<file path="src/rtl/bugfest_pkg.sv">
// Shared types, widths and colours for the bug sprite and its mover.
package bugfest_pkg;

    localparam int COORD_W = 15;
    localparam int RGB_W   = 12;

    typedef logic [COORD_W-1:0] coord_t;
    typedef logic [COORD_W:0]   coord_ext_t;

    typedef enum logic [1:0] {
        ALIVE    = 2'd0,
        SQUASHED = 2'd1,
        RESPAWN  = 2'd2
    } bug_state_t;

    localparam logic [RGB_W-1:0] RGB_ALIVE    = 12'h0F0;
    localparam logic [RGB_W-1:0] RGB_SQUASHED = 12'hF00;
    localparam logic [RGB_W-1:0] RGB_OFF      = 12'h000;

    // Direction flag encodings: 1 means increasing coordinate.
    localparam logic DIR_RIGHT = 1'b1;
    localparam logic DIR_LEFT  = 1'b0;
    localparam logic DIR_DOWN  = 1'b1;
    localparam logic DIR_UP    = 1'b0;

    // True when point (px,py) lies in the square [bx,bx+size) x [by,by+size).
    // One extra bit keeps bx+size from wrapping near the top of the range.
    function automatic logic in_box(input coord_t px, input coord_t py,
                                    input coord_t bx, input coord_t by,
                                    input coord_ext_t size);
        return ({1'b0, px} >= {1'b0, bx}) && ({1'b0, px} < ({1'b0, bx} + size)) &&
               ({1'b0, py} >= {1'b0, by}) && ({1'b0, py} < ({1'b0, by} + size));
    endfunction

endpackage

</file>
<file path="src/rtl/bug_mover.sv">
// Bug position and direction register with edge bounce.
// move advances one frame step; load puts the bug back at its spawn point.
module bug_mover
    import bugfest_pkg::*;
#(
    parameter int H_ACTIVE = 640,
    parameter int V_ACTIVE = 480,
    parameter int SIZE     = 16,
    parameter int SPEED    = 2,
    parameter int X0       = 100,
    parameter int Y0       = 50
) (
    input  logic   clk,
    input  logic   rst_n,
    input  logic   move,
    input  logic   load,
    output coord_t bug_x,
    output coord_t bug_y
);

    // Largest legal top-left coordinate on each axis.
    localparam coord_ext_t X_MAX = coord_ext_t'(H_ACTIVE - SIZE);
    localparam coord_ext_t Y_MAX = coord_ext_t'(V_ACTIVE - SIZE);
    localparam coord_ext_t SPD   = coord_ext_t'(SPEED);
    localparam coord_t     SPD_C = coord_t'(SPEED);
    localparam coord_t     X0_C  = coord_t'(X0);
    localparam coord_t     Y0_C  = coord_t'(Y0);

    logic   dx;
    logic   dy;
    coord_t next_x;
    coord_t next_y;
    logic   next_dx;
    logic   next_dy;

    // Next position: a step that would reach or cross an edge parks the bug
    // on that edge and reverses it, so coordinates never leave the field.
    always_comb begin
        next_x  = bug_x;
        next_dx = dx;
        if (dx == DIR_RIGHT) begin
            if (({1'b0, bug_x} + SPD) >= X_MAX) begin
                next_x  = X_MAX[COORD_W-1:0];
                next_dx = DIR_LEFT;
            end else begin
                next_x = bug_x + SPD_C;
            end
        end else begin
            if ({1'b0, bug_x} <= SPD) begin
                next_x  = '0;
                next_dx = DIR_RIGHT;
            end else begin
                next_x = bug_x - SPD_C;
            end
        end

        next_y  = bug_y;
        next_dy = dy;
        if (dy == DIR_DOWN) begin
            if (({1'b0, bug_y} + SPD) >= Y_MAX) begin
                next_y  = Y_MAX[COORD_W-1:0];
                next_dy = DIR_UP;
            end else begin
                next_y = bug_y + SPD_C;
            end
        end else begin
            if ({1'b0, bug_y} <= SPD) begin
                next_y  = '0;
                next_dy = DIR_DOWN;
            end else begin
                next_y = bug_y - SPD_C;
            end
        end
    end

    // Position/direction register; respawn reverses horizontal travel.
    always_ff @(posedge clk or negedge rst_n) begin
        if (!rst_n) begin
            bug_x <= X0_C;
            bug_y <= Y0_C;
            dx    <= DIR_RIGHT;
            dy    <= DIR_DOWN;
        end else if (load) begin
            bug_x <= X0_C;
            bug_y <= Y0_C;
            dx    <= ~dx;
            dy    <= DIR_DOWN;
        end else if (move) begin
            bug_x <= next_x;
            bug_y <= next_y;
            dx    <= next_dx;
            dy    <= next_dy;
        end
    end

endmodule

</file>
<file path="src/rtl/bug_sprite.sv">
// Bouncing bug sprite: life-cycle FSM, squash detection, score and pixel output.
module bug_sprite
    import bugfest_pkg::*;
#(
    parameter int H_ACTIVE      = 640,
    parameter int V_ACTIVE      = 480,
    parameter int SIZE          = 16,
    parameter int SPEED         = 2,
    parameter int SQUASH_FRAMES = 60,
    parameter int X0            = 100,
    parameter int Y0            = 50
) (
    input  logic        clk,
    input  logic        rst_n,
    input  logic [14:0] H,
    input  logic [14:0] V,
    input  logic        endFrame,
    input  logic        squash,
    input  logic [14:0] cur_x,
    input  logic [14:0] cur_y,
    output logic        bug_px,
    output logic [11:0] rgb,
    output logic        hit,
    output logic [7:0]  score,
    output logic [14:0] bug_x,
    output logic [14:0] bug_y
);

    // Frame counter needs bit 2 for the blink, so it is at least 3 bits wide.
    localparam int CNT_W = ($clog2(SQUASH_FRAMES + 1) < 3) ? 3 : $clog2(SQUASH_FRAMES + 1);
    localparam logic [CNT_W-1:0] LAST_CNT = CNT_W'(SQUASH_FRAMES - 1);
    localparam logic [CNT_W-1:0] CNT_ONE  = CNT_W'(1);
    localparam coord_ext_t       SIZE_EXT = coord_ext_t'(SIZE);

    logic             rst_meta;
    logic             rst_sync_n;
    bug_state_t       state;
    logic [CNT_W-1:0] frame_cnt;
    logic             squash_hit;
    logic             move;
    logic             load;
    logic             visible;

    // Reset asserts immediately but releases only after two clean clk edges.
    always_ff @(posedge clk or negedge rst_n) begin
        if (!rst_n) begin
            rst_meta   <= 1'b0;
            rst_sync_n <= 1'b0;
        end else begin
            rst_meta   <= 1'b1;
            rst_sync_n <= rst_meta;
        end
    end

    // A hit is judged on the pre-move position and suppresses that frame's move.
    assign squash_hit = (state == ALIVE) && squash && in_box(cur_x, cur_y, bug_x, bug_y, SIZE_EXT);
    assign move       = (state == ALIVE) && endFrame && !squash_hit;
    assign load       = (state == RESPAWN);

    bug_mover #(
        .H_ACTIVE (H_ACTIVE),
        .V_ACTIVE (V_ACTIVE),
        .SIZE     (SIZE),
        .SPEED    (SPEED),
        .X0       (X0),
        .Y0       (Y0)
    ) u_mover (
        .clk   (clk),
        .rst_n (rst_sync_n),
        .move  (move),
        .load  (load),
        .bug_x (bug_x),
        .bug_y (bug_y)
    );

    // Visibility: always while alive, blinking every 4 frames while squashed.
    always_comb begin
        visible = 1'b0;
        case (state)
            ALIVE:    visible = 1'b1;
            SQUASHED: visible = ~frame_cnt[2];
            default:  visible = 1'b0;
        endcase
    end

    // Life-cycle FSM with registered hit pulse, saturating score and frame counter.
    always_ff @(posedge clk or negedge rst_sync_n) begin
        if (!rst_sync_n) begin
            state     <= ALIVE;
            frame_cnt <= '0;
            score     <= 8'd0;
            hit       <= 1'b0;
        end else begin
            hit <= 1'b0;
            unique case (state)
                ALIVE: begin
                    if (squash_hit) begin
                        hit       <= 1'b1;
                        frame_cnt <= '0;
                        state     <= SQUASHED;
                        if (score != 8'hFF) begin
                            score <= score + 8'd1;
                        end
                    end
                end
                SQUASHED: begin
                    if (endFrame) begin
                        frame_cnt <= frame_cnt + CNT_ONE;
                        if (frame_cnt == LAST_CNT) begin
                            state <= RESPAWN;
                        end
                    end
                end
                RESPAWN: begin
                    frame_cnt <= '0;
                    state     <= ALIVE;
                end
                default: begin
                    frame_cnt <= '0;
                    state     <= ALIVE;
                end
            endcase
        end
    end

    // Pixel stage: one clk after H/V, coloured by the life-cycle state.
    always_ff @(posedge clk or negedge rst_sync_n) begin
        if (!rst_sync_n) begin
            bug_px <= 1'b0;
            rgb    <= RGB_OFF;
        end else begin
            bug_px <= visible && in_box(H, V, bug_x, bug_y, SIZE_EXT);
            if (visible && in_box(H, V, bug_x, bug_y, SIZE_EXT)) begin
                rgb <= (state == ALIVE) ? RGB_ALIVE : RGB_SQUASHED;
            end else begin
                rgb <= RGB_OFF;
            end
        end
    end

endmodule
</file>
<file path="config.mk">
export PLATFORM = sky130hd
export DESIGN_NAME = bug_sprite
export DESIGN_NICKNAME = d
export VERILOG_FILES = /design/src/rtl/bugfest_pkg.sv /design/src/rtl/bug_mover.sv /design/src/rtl/bug_sprite.sv
export SDC_FILE = /design/constraint.sdc
export NUM_CORES = 1
export LEC_CHECK = 0
export ABC_AREA = 1
export CORE_MARGIN = 2
export CORE_UTILIZATION = 35
export CTS_CLUSTER_DIAMETER = 50
export DETAILED_ROUTE_END_ITERATION = 8
export PLACE_DENSITY_LB_ADDON = 0.25
export REMOVE_ABC_BUFFERS = 1
export SKIP_CTS_REPAIR_TIMING = 1
export SYNTH_ARGS = -nofsm -noshare
export SYNTH_HDL_FRONTEND = slang
export SYNTH_SLANG_ARGS = --single-unit
</file>
<file path="constraint.sdc">
create_clock -name clk -period 4.7 [get_ports clk]
set_input_delay 1.175 -clock clk [delete_from_list [all_inputs] [get_ports clk]]
set_output_delay 1.175 -clock clk [all_outputs]
set_load 0.02 [all_outputs]
</file>
; After elaboration in Yosys (flattened, before gate mapping)
; Cells that the tools add are included.
[classes]
n_mux = 32
reduce_logical = 17
bitwise_logic = 2
order_cmp = 12
eq_ne = 7
add_sub_neg = 10
[op_table]
columns = op, n
row1 = $mux 15, 10
row2 = $lt 15x16->1, 4
row3 = $ge 15x15->1, 4
row4 = $add 15x2->16 const B, 2
row5 = $add 15x5->16 const B, 2
row6 = $add 15x2->15 const B, 2
row7 = $le 15x2->1 const B, 2
row8 = $sub 15x2->15 const B, 2
row9 = $mux 12, 2
row10 = $ge 16x10->1 const B, 1
row11 = $ge 16x9->1 const B, 1
row12 = $mux 1, 12
row13 = $mux 6, 2
row14 = $pmux 6 s2, 1
row15 = $logic_and 1x1->1, 11
row16 = $add 8x1->8 const B, 1
row17 = $ne 8x8->1 const B, 1
row18 = $add 6x1->6 const B, 1
row19 = $eq 6x6->1 const B, 1
row20 = $mux 2, 3
row21 = $ne 2x2->1 const B, 3
row22 = $reduce_and 3->1, 2
row23 = $pmux 2 s2, 1
row24 = $eq 2x1->1 const B, 1
row25 = other kinds (7), 8
[word_totals]
register_bits = 64
output_inout_bits = 52
wordCells = 92
inputBits = 64

; Longest topological paths before layout
; Gate-level depths: netlist of run 1.
[logic_depth]
word_depth = 10
ltp_mapped = 21
depth_no_buf = 20

; By module
; From an unflattened synthesis of run 1, not the netlist that was laid out.
[hier_totals]
cells_unflattened = 970
area_unflattened_um2 = 6706.4
[by_module_without_submodules]
columns = module, area_per_inst_um2, instances, cells_each, seq_area_each_um2
row1 = bug_sprite, 4085.2, 1, 578, 550.5
row2 = bug_mover, 2621.3, 1, 392, 760.7

; Worst setup path after synthesis of run 1
; No wires, ideal clock.
[synth_path]
kind = reg2reg
startpoint = reg u_mover.bug_y[5]
endpoint = reg u_mover.bug_x[1]
t_required_ns = 4.583
path_slack_ns = 1.770
t_arrival_ns = 2.812
period_less_slack_ns = 2.930
path_buffers = 1
stages_incl_launch_ff = 21
setup_ns = 0.117
cell_sequence = dfstp_2 ha_1 nand2_1 nor2_2 inv_1 nor4_2 xor2_1 ha_1 nand2_1 nor2_1 o21ai_1 inv_1 nor2_1 nand3_1 nor2_2 nand3_4 nand3_4 nand2_4 buf_6 nand2_1 nand2_1
[synth_via]
elab_chain_len = 7
word_cells_on_any_way = 9
classes_between = 1 x add/sub / 2 x order compare / 6 x reduce/logical
[synth_rtl]
columns = item, line_no
row1 = "start, declared", bug_mover.sv:18  ; output coord_t bug_y
row2 = "start signal, assigned", bug_mover.sv:90  ; bug_y <= next_y;
row3 = $add 15x5->16 or $ge 15x15->1 (tied branches), bugfest_pkg.sv:32  ; ({1'b0, py} >= {1'b0, by}) && ({1'b0, py} < ({1'b0, by} + size));
row4 = $lt 15x16->1 or $logic_and 1x1->1 (tied branches), "bugfest_pkg.sv:32, bugfest_pkg.sv:31"
row5 = $logic_and 1x1->1 *, bugfest_pkg.sv:32
row6 = $logic_and 1x1->1 *, bug_sprite.sv:56  ; assign squash_hit = (state == ALIVE) && squash && in_box(cur_x, cur_y, bug_x, bug_y, SIZE_EXT);
row7 = $logic_not 1->1 *, bug_sprite.sv:57  ; assign move = (state == ALIVE) && endFrame && !squash_hit;
row8 = $logic_and 1x1->1 *, bug_sprite.sv:57
row9 = $reduce_bool 2->1 (no line) *, --
row10 = "end signal, assigned", bug_mover.sv:89  ; bug_x <= next_x;
row11 = "end, declared", bug_mover.sv:17  ; output coord_t bug_x,
; Mark *: on every way between the ends. The rest lies on a longest branch, timed or not.
; A chain may end at the register's enable or synchronous reset.

; Final worst setup path of run 1
[layout_path]
startpoint = reg u_mover.bug_y[4]
endpoint = reg u_mover.bug_y[9]
[layout_via]
elab_chain_len = 7
word_cells_on_any_way = 19
classes_between = 4 x add/sub / 4 x order compare / 5 x mux / 6 x reduce/logical
[layout_rtl]
columns = item
row1 = branches (longest 7 deep; another with $add 15x2->16)
; Several ways; the timed one is not identified. The select of a mux whose other input is x is not followed.

==> metrics.txt, run 1 <==
status=complete, no violations; met1 wire length=around 9000 um; asr flop ratio synth=100%; top post-synthesis cells by area=ha_1, dfrtp_1, nand2_1; Mapped Cells=between 900 and 1k; WL final=between 15000 and 20000 um; YS warnings=0; Required @ worst endpoint=4.91 ns; Die Height=143 um; Core Rows=50; Period minus WS final=3.79 ns; hold slack=approximately 0.35 ns; Crit path depth=18; DR top layer=met4; initial DRC count=403; Util after Layout=~43%; period utilization=~81%; post-route insts no fill=~1.3k; initial antenna violation count=0; RSZ-0062 raised after global routing=no; global-route wire length before repair=30400 um; total I/O pin count=116; setup violators final=0; WHS Path Cells=0; clock latency on the worst-skew pair=0.30 ns; Worst path slowest cell=dfstp_2; total global routing overflow=0; Post-synth top flop=dfrtp_1; CP delay by family, top=simple AND/OR/NAND/NOR gates; Post-Place Cells=~1.3k; Worst VDD drop=0.000191 V; #FFs+latches synth=52; antenna diode count=0; design area=8070 um2; Worst Setup Path Type=reg2reg; Post-DP HPWL=14600 um; total power=4.00 mW; layout cells sized above 1=5.84%; largest net degree at the start of global routing=51; Post-DP Area=7920 um2; Final Hold Vio Count=0; switching power=2.11 mW; Final WS setup=0.912 ns; Core Region=approximately 19000 um2; Worst Path Arrival=4.00 ns; Total GRT Usage=between 10% and 20%; sw frac=52.7%; top-area cell type share of the netlist area=19.5%; CTS max path bufs=2; Worst Tran Pin Value=0.664 ns; Crit. End Element=flop; H-tree depth=2; EDFF count, synth=0; Reg2Reg Depth=18; fmax=0.264 GHz; wire length on met2=7940 um; via count=6498; CTS tree=done; CP Max Fanout=25; Final Skew=0.00830 ns; Met3 Wirelength=833 um; routability cong.=0.896; final antenna-violating net count=0; setup TNS=0 ns; Leakage Power=approximately 3.8 nW; Mapped Area=6790 um2; CP cell instances=ha_1 -> nand2_1 -> nor2_2 -> inv_1 -> nor4_2 -> xor2_1 -> ha_1 -> nand2_1 -> nor2_1 -> o21ai_1 -> inv_1 -> nor2_1 -> nand3_1 -> nor2_2 -> nand3_4 -> nand3_4 -> nand2_4 -> o21ai_0; Post-Place Worst Slack=0.731 ns; Avg Cell Area, Syn=6.93 um2; post-synth cell types=48; Starting Density=36.0%; Rel. slew slack=a little under three fifths; Die Span X=approximately 140 um; vias in the first global route=approximately 6.3k; Seq pwr share=22.8%; DR vias/cell=4.92; CTS buffer count=5; CP Launch Type=flop; CTS root buffer=clkbuf_16; area leader, netlist=ha_1; max-slew violations=0; CTS sink count=52; DRC Markers=0; max incr delay on CP=around 0.7 ns; I/O Buffers=105; Buf/Inv on CP=2; Hold WC Path Type=reg2reg; Seq/Total Area, Yosys=between 10% and 20%; Layout area overhead=18.7%; Pre-antenna DRT Iters=5; Gate power share=67.5%; clock transition at the registers of the reported paths=0.07 ns; fin nets=between 1k and 1.5k; area of the die=20500 um2; PwrDens=496 nW/um2; wire length per cell=13.7 um; clock share of power=9.7%; maxcap violations=0; internal power=1.89 mW
-- cell families (layout without fill, tap and decap cells) --
family	after synthesis	after routing	synth area share [%]
flops	52	52	19.3
simple gates	492	492	33.4
buf+inv	148	223	10.2
compound gates	128	128	10.6
fa+ha+maj	106	106	19.5
other cells	2	7	0.111
xor+xnor	53	53	6.83
-- layout by cell type (no fill, tap or decap), types with 4 or more instances in the layout --
cell	instances
o21ai_1	9
nand4_1	23
conb_1	7
inv_2	4
nand3_2	5
xor2_1	49
dfrtp_1	43
nand3_1	79
nor2_1	88
a21oi_1	58
dfstp_2	8
nor2_2	10
nor3_1	21
o21ai_0	30
nor4_1	4
nand2_1	233
ha_1	106
or2_2	6
o21ai_2	4
nand2_2	5
o211ai_1	4
nand3b_1	4
clkbuf_16	5
clkdlybuf4s50_1	105
inv_1	101
xnor2_1	4
a31oi_1	4
-- power by group through the flow --
stage	Sequential [mW]	Clock, mW	Combinational (mW)
global route	0.946	0.417	3.11
floorplan	0.979	0	1.77
CTS	0.912	0.402	2.72
detailed placement	0.917	0	2.70
global placement	0.921	0	2.67
finish	0.912	0.388	2.70
-- flip-flops by register name, indices dropped and copies added, names as in the netlist, 2 cells and up --
signal and flops:
score 8, u_mover.bug_y 14, state 2, u_mover.bug_x 14
rgb 2, frame_cnt 6
-- final cells by class --
class | count | area [um2]
clock inverters | 1 | 8.76
multi-input cells | 786 | 4810
flip-flops and latches | 52 | 1310
fillers | 2010 | 10800
inverters | 108 | 405
clock buffers | 7 | 143
well taps | 260 | 325
repair buffers | 107 | 1070
-- worst paths after layout --
check                                             start                      endpoint  slack (ns)
min                                  rst_meta$_DFF_PN0_          rst_sync_n$_DFF_PN0_        0.35
min reg2reg                          rst_meta$_DFF_PN0_          rst_sync_n$_DFF_PN0_        0.35
min in group asynchronous          rst_sync_n$_DFF_PN0_              bug_px$_DFF_PN0_        0.38
max                        u_mover.bug_y[4]$_DFFE_PN1P_  u_mover.bug_y[9]$_DFFE_PN0P_        0.91
max in group asynchronous                         rst_n          rst_sync_n$_DFF_PN0_        3.54
max reg2reg                u_mover.bug_y[4]$_DFFE_PN1P_  u_mover.bug_y[9]$_DFFE_PN0P_        0.91
-- per-layer routing --
| layer | vias to the layer above | track usage [%] |
|---|---|---|
| met2 | 151 | 29.9 |
| met5 | - | 0 |
| met4 | 0 | 4.90 |
| met3 | 16 | 1.53 |
| li1 | 3389 | - |
| met1 | 2942 | 25.7 |
-- worst reg2reg max path: cells and delay by family (launching register included) --
family | cells | cell delay [ns]
DFF | 1 | 0.68
xor gates and xnor gates | 1 | 0.28
and+or+nand+nor | 11 | 1.66
AOI/OAI and AO/OA | 2 | 0.41
buffers and inverters | 2 | 0.14
adders and majority gates | 2 | 0.53
-- cells in the mapped netlist (10+ instances only) --
library cell,instances
xor2_1,49
nor2_2,10
dfrtp_1,44
nor3_1,21
nand2_1,233
buf_4,23
a21oi_1,58
nand4_1,23
inv_1,101
ha_1,106
nand3_1,79
o21ai_0,30
nor2_1,88
Power figures use the tool's default switching activity.
==> run 2, diff against run 1 <==
==> constraint.sdc (replaced) <==
create_clock -name clk -period 3.49 [get_ports clk]
set_input_delay 0.8725 -clock clk [delete_from_list [all_inputs] [get_ports clk]]
set_output_delay 0.8725 -clock clk [all_outputs]
set_load 0.02 [all_outputs]
==> metrics.txt, run 2 (synthesized netlist as in run 1, its figures left out) <==
status=complete, no violations; DR vias/cell=4.94; R2R Path Start=u_mover.bug_y[4]$_DFFE_PN1P_; Total GRT Usage=18.5%; Die Span X=143 um; Gate power share=70.8%; maxcap violations=0; Crit. Startpoint=u_mover.bug_y[4]$_DFFE_PN1P_; sw frac=around half; Seq pwr share=a little under a fifth; vias in the first global route=6306; Leakage Power=roughly 4.0 nW; layout cells sized above 1=9.50%; CTS buffer count=5; Post-DP HPWL=15300 um; largest net degree at the start of global routing=30; top flop regs=u_mover.bug_x: 14 flops, u_mover.bug_y: 14 flops, score: 8 flops; Rel. slew slack=a little under three fifths; period utilization=93.7%; antenna diode count=0; setup violators final=0; Required @ worst endpoint=3.67 ns; Period minus WS final=around 3.3 ns; final antenna-violating net count=0; total I/O pin count=~120; PwrDens=679 nW/um2; CP Max Fanout=6; Worst Setup Path Type=reg2reg; fmax=0.306 GHz; Hold WC Path Type=reg2async; clock transition at the registers of the reported paths=0.08 ns; global-route wire length before repair=30800 um; clock share of power=roughly a tenth; CTS sink count=52; initial antenna violation count=0; WL final=19100 um; Die Height=143 um; fin nets=1264; Layout area overhead=24.5%; Worst Tran Pin Value=0.669 ns; Core Rows=50; Worst VDD drop=0.000292 V; setup TNS=0 ns; CTS root buffer=clkbuf_16; Final Hold Vio Count=0; Worst Path Arrival=approximately 3.5 ns; via count=6695; max-slew violations=0; CTS max path bufs=2; Pre-antenna DRT Iters=5; CTS tree=done; I/O Buffers=105; wire length per cell=14.1 um; Starting Density=36.0%; Core Region=18900 um2; internal power=around 2.8 mW; H-tree depth=2; design area=8460 um2; area of the die=20500 um2; Final Skew=0.0130 ns; initial DRC count=418; routability cong.=0.905; switching power=2.95 mW; DRC Markers=0; most common cell after layout, fill and taps aside=nand2_1; CP Launch Type=flop; Post-DP Area=around 8000 um2; clock latency on the worst-skew pair=0.30 ns; total global routing overflow=0; Crit. End Element=flop; most frequent cells in the layout=nand2_1, ha_1, clkdlybuf4s50_1
[run 2: through the flow]
stage	cells	setup slack (ns)	hold slack [ns]	util (%)	power [mW]
finish	1355	0.221	0.309	44.8	5.74
global route	1355	-0.000936	0.377	44.8	6.39
CTS	1345	0.0104	0.338	43.7	5.66
detailed placement	1337	0.0333	0.331	42.8	5.05
global placement	1337	0.0970	0.327	42.8	5.00
floorplan	946	0.368	0.331	-	3.70
[run 2: worst paths after layout]
path | cells past startpoint | slack [ns] | end
worst max-delay path | 20 | 0.22 | u_mover.bug_y[8]$_DFFE_PN0P_
max in group asynchronous | 1 | 2.37 | u_mover.bug_y[1]$_DFFE_PN1P_
worst min register to register | 0 | 0.31 | frame_cnt[3]$_DFFE_PN0P_
worst max register to register | 20 | 0.22 | u_mover.bug_y[8]$_DFFE_PN0P_
min in group clk | 0 | 0.36 | rst_sync_n$_DFF_PN0_
worst min-delay path | 0 | 0.31 | frame_cnt[3]$_DFFE_PN0P_
[run 2: worst max-delay path, stage by stage, from the launching register on]
cell,delay [ns]
dfstp_2,0.56
ha_4,0.17
nand2_2,0.10
nor2_4,0.14
inv_1,0.07
nor4_4,0.39
xor2_2,0.20
ha_1,0.25
nand2_1,0.06
nor2_1,0.06
o21ai_2,0.09
inv_1,0.08
nor2_2,0.12
nand3_2,0.10
nor2_4,0.13
nand3_4,0.11
buf_4,0.16
nand3_2,0.14
nand2_4,0.11
nand2_1,0.09
nand2_1,0.04
[run 2: metal layers]
metal | GRT usage (%) | routed length, um
met1 | 26.3 | 9360
met2 | 30.0 | 8370
met4 | 5.52 | 461
met3 | 1.43 | 888
met5 | 0 | 0
[run 2: power by group through the flow]
stage	Sequential (mW)	Clock, mW	Combinational, mW
6_report	1.10	0.575	4.07
4_1_cts	1.09	0.593	3.97
2_1_floorplan	1.32	0	2.38
5_1_grt	1.14	0.617	4.64
3_5_place_dp	1.10	0	3.96
3_3_place_gp	1.10	0	3.90
[run 2: cell type report]
class                           count  area, um2
Timing Repair Buffer              138       1330
Tap cell                          260        325
Clock buffer                        6        129
Sequential cell                    52       1310
Inverter                          108        408
Fill cell                        1982      10400
Clock inverter                      2       38.8
Multi-Input combinational cell    789       4920
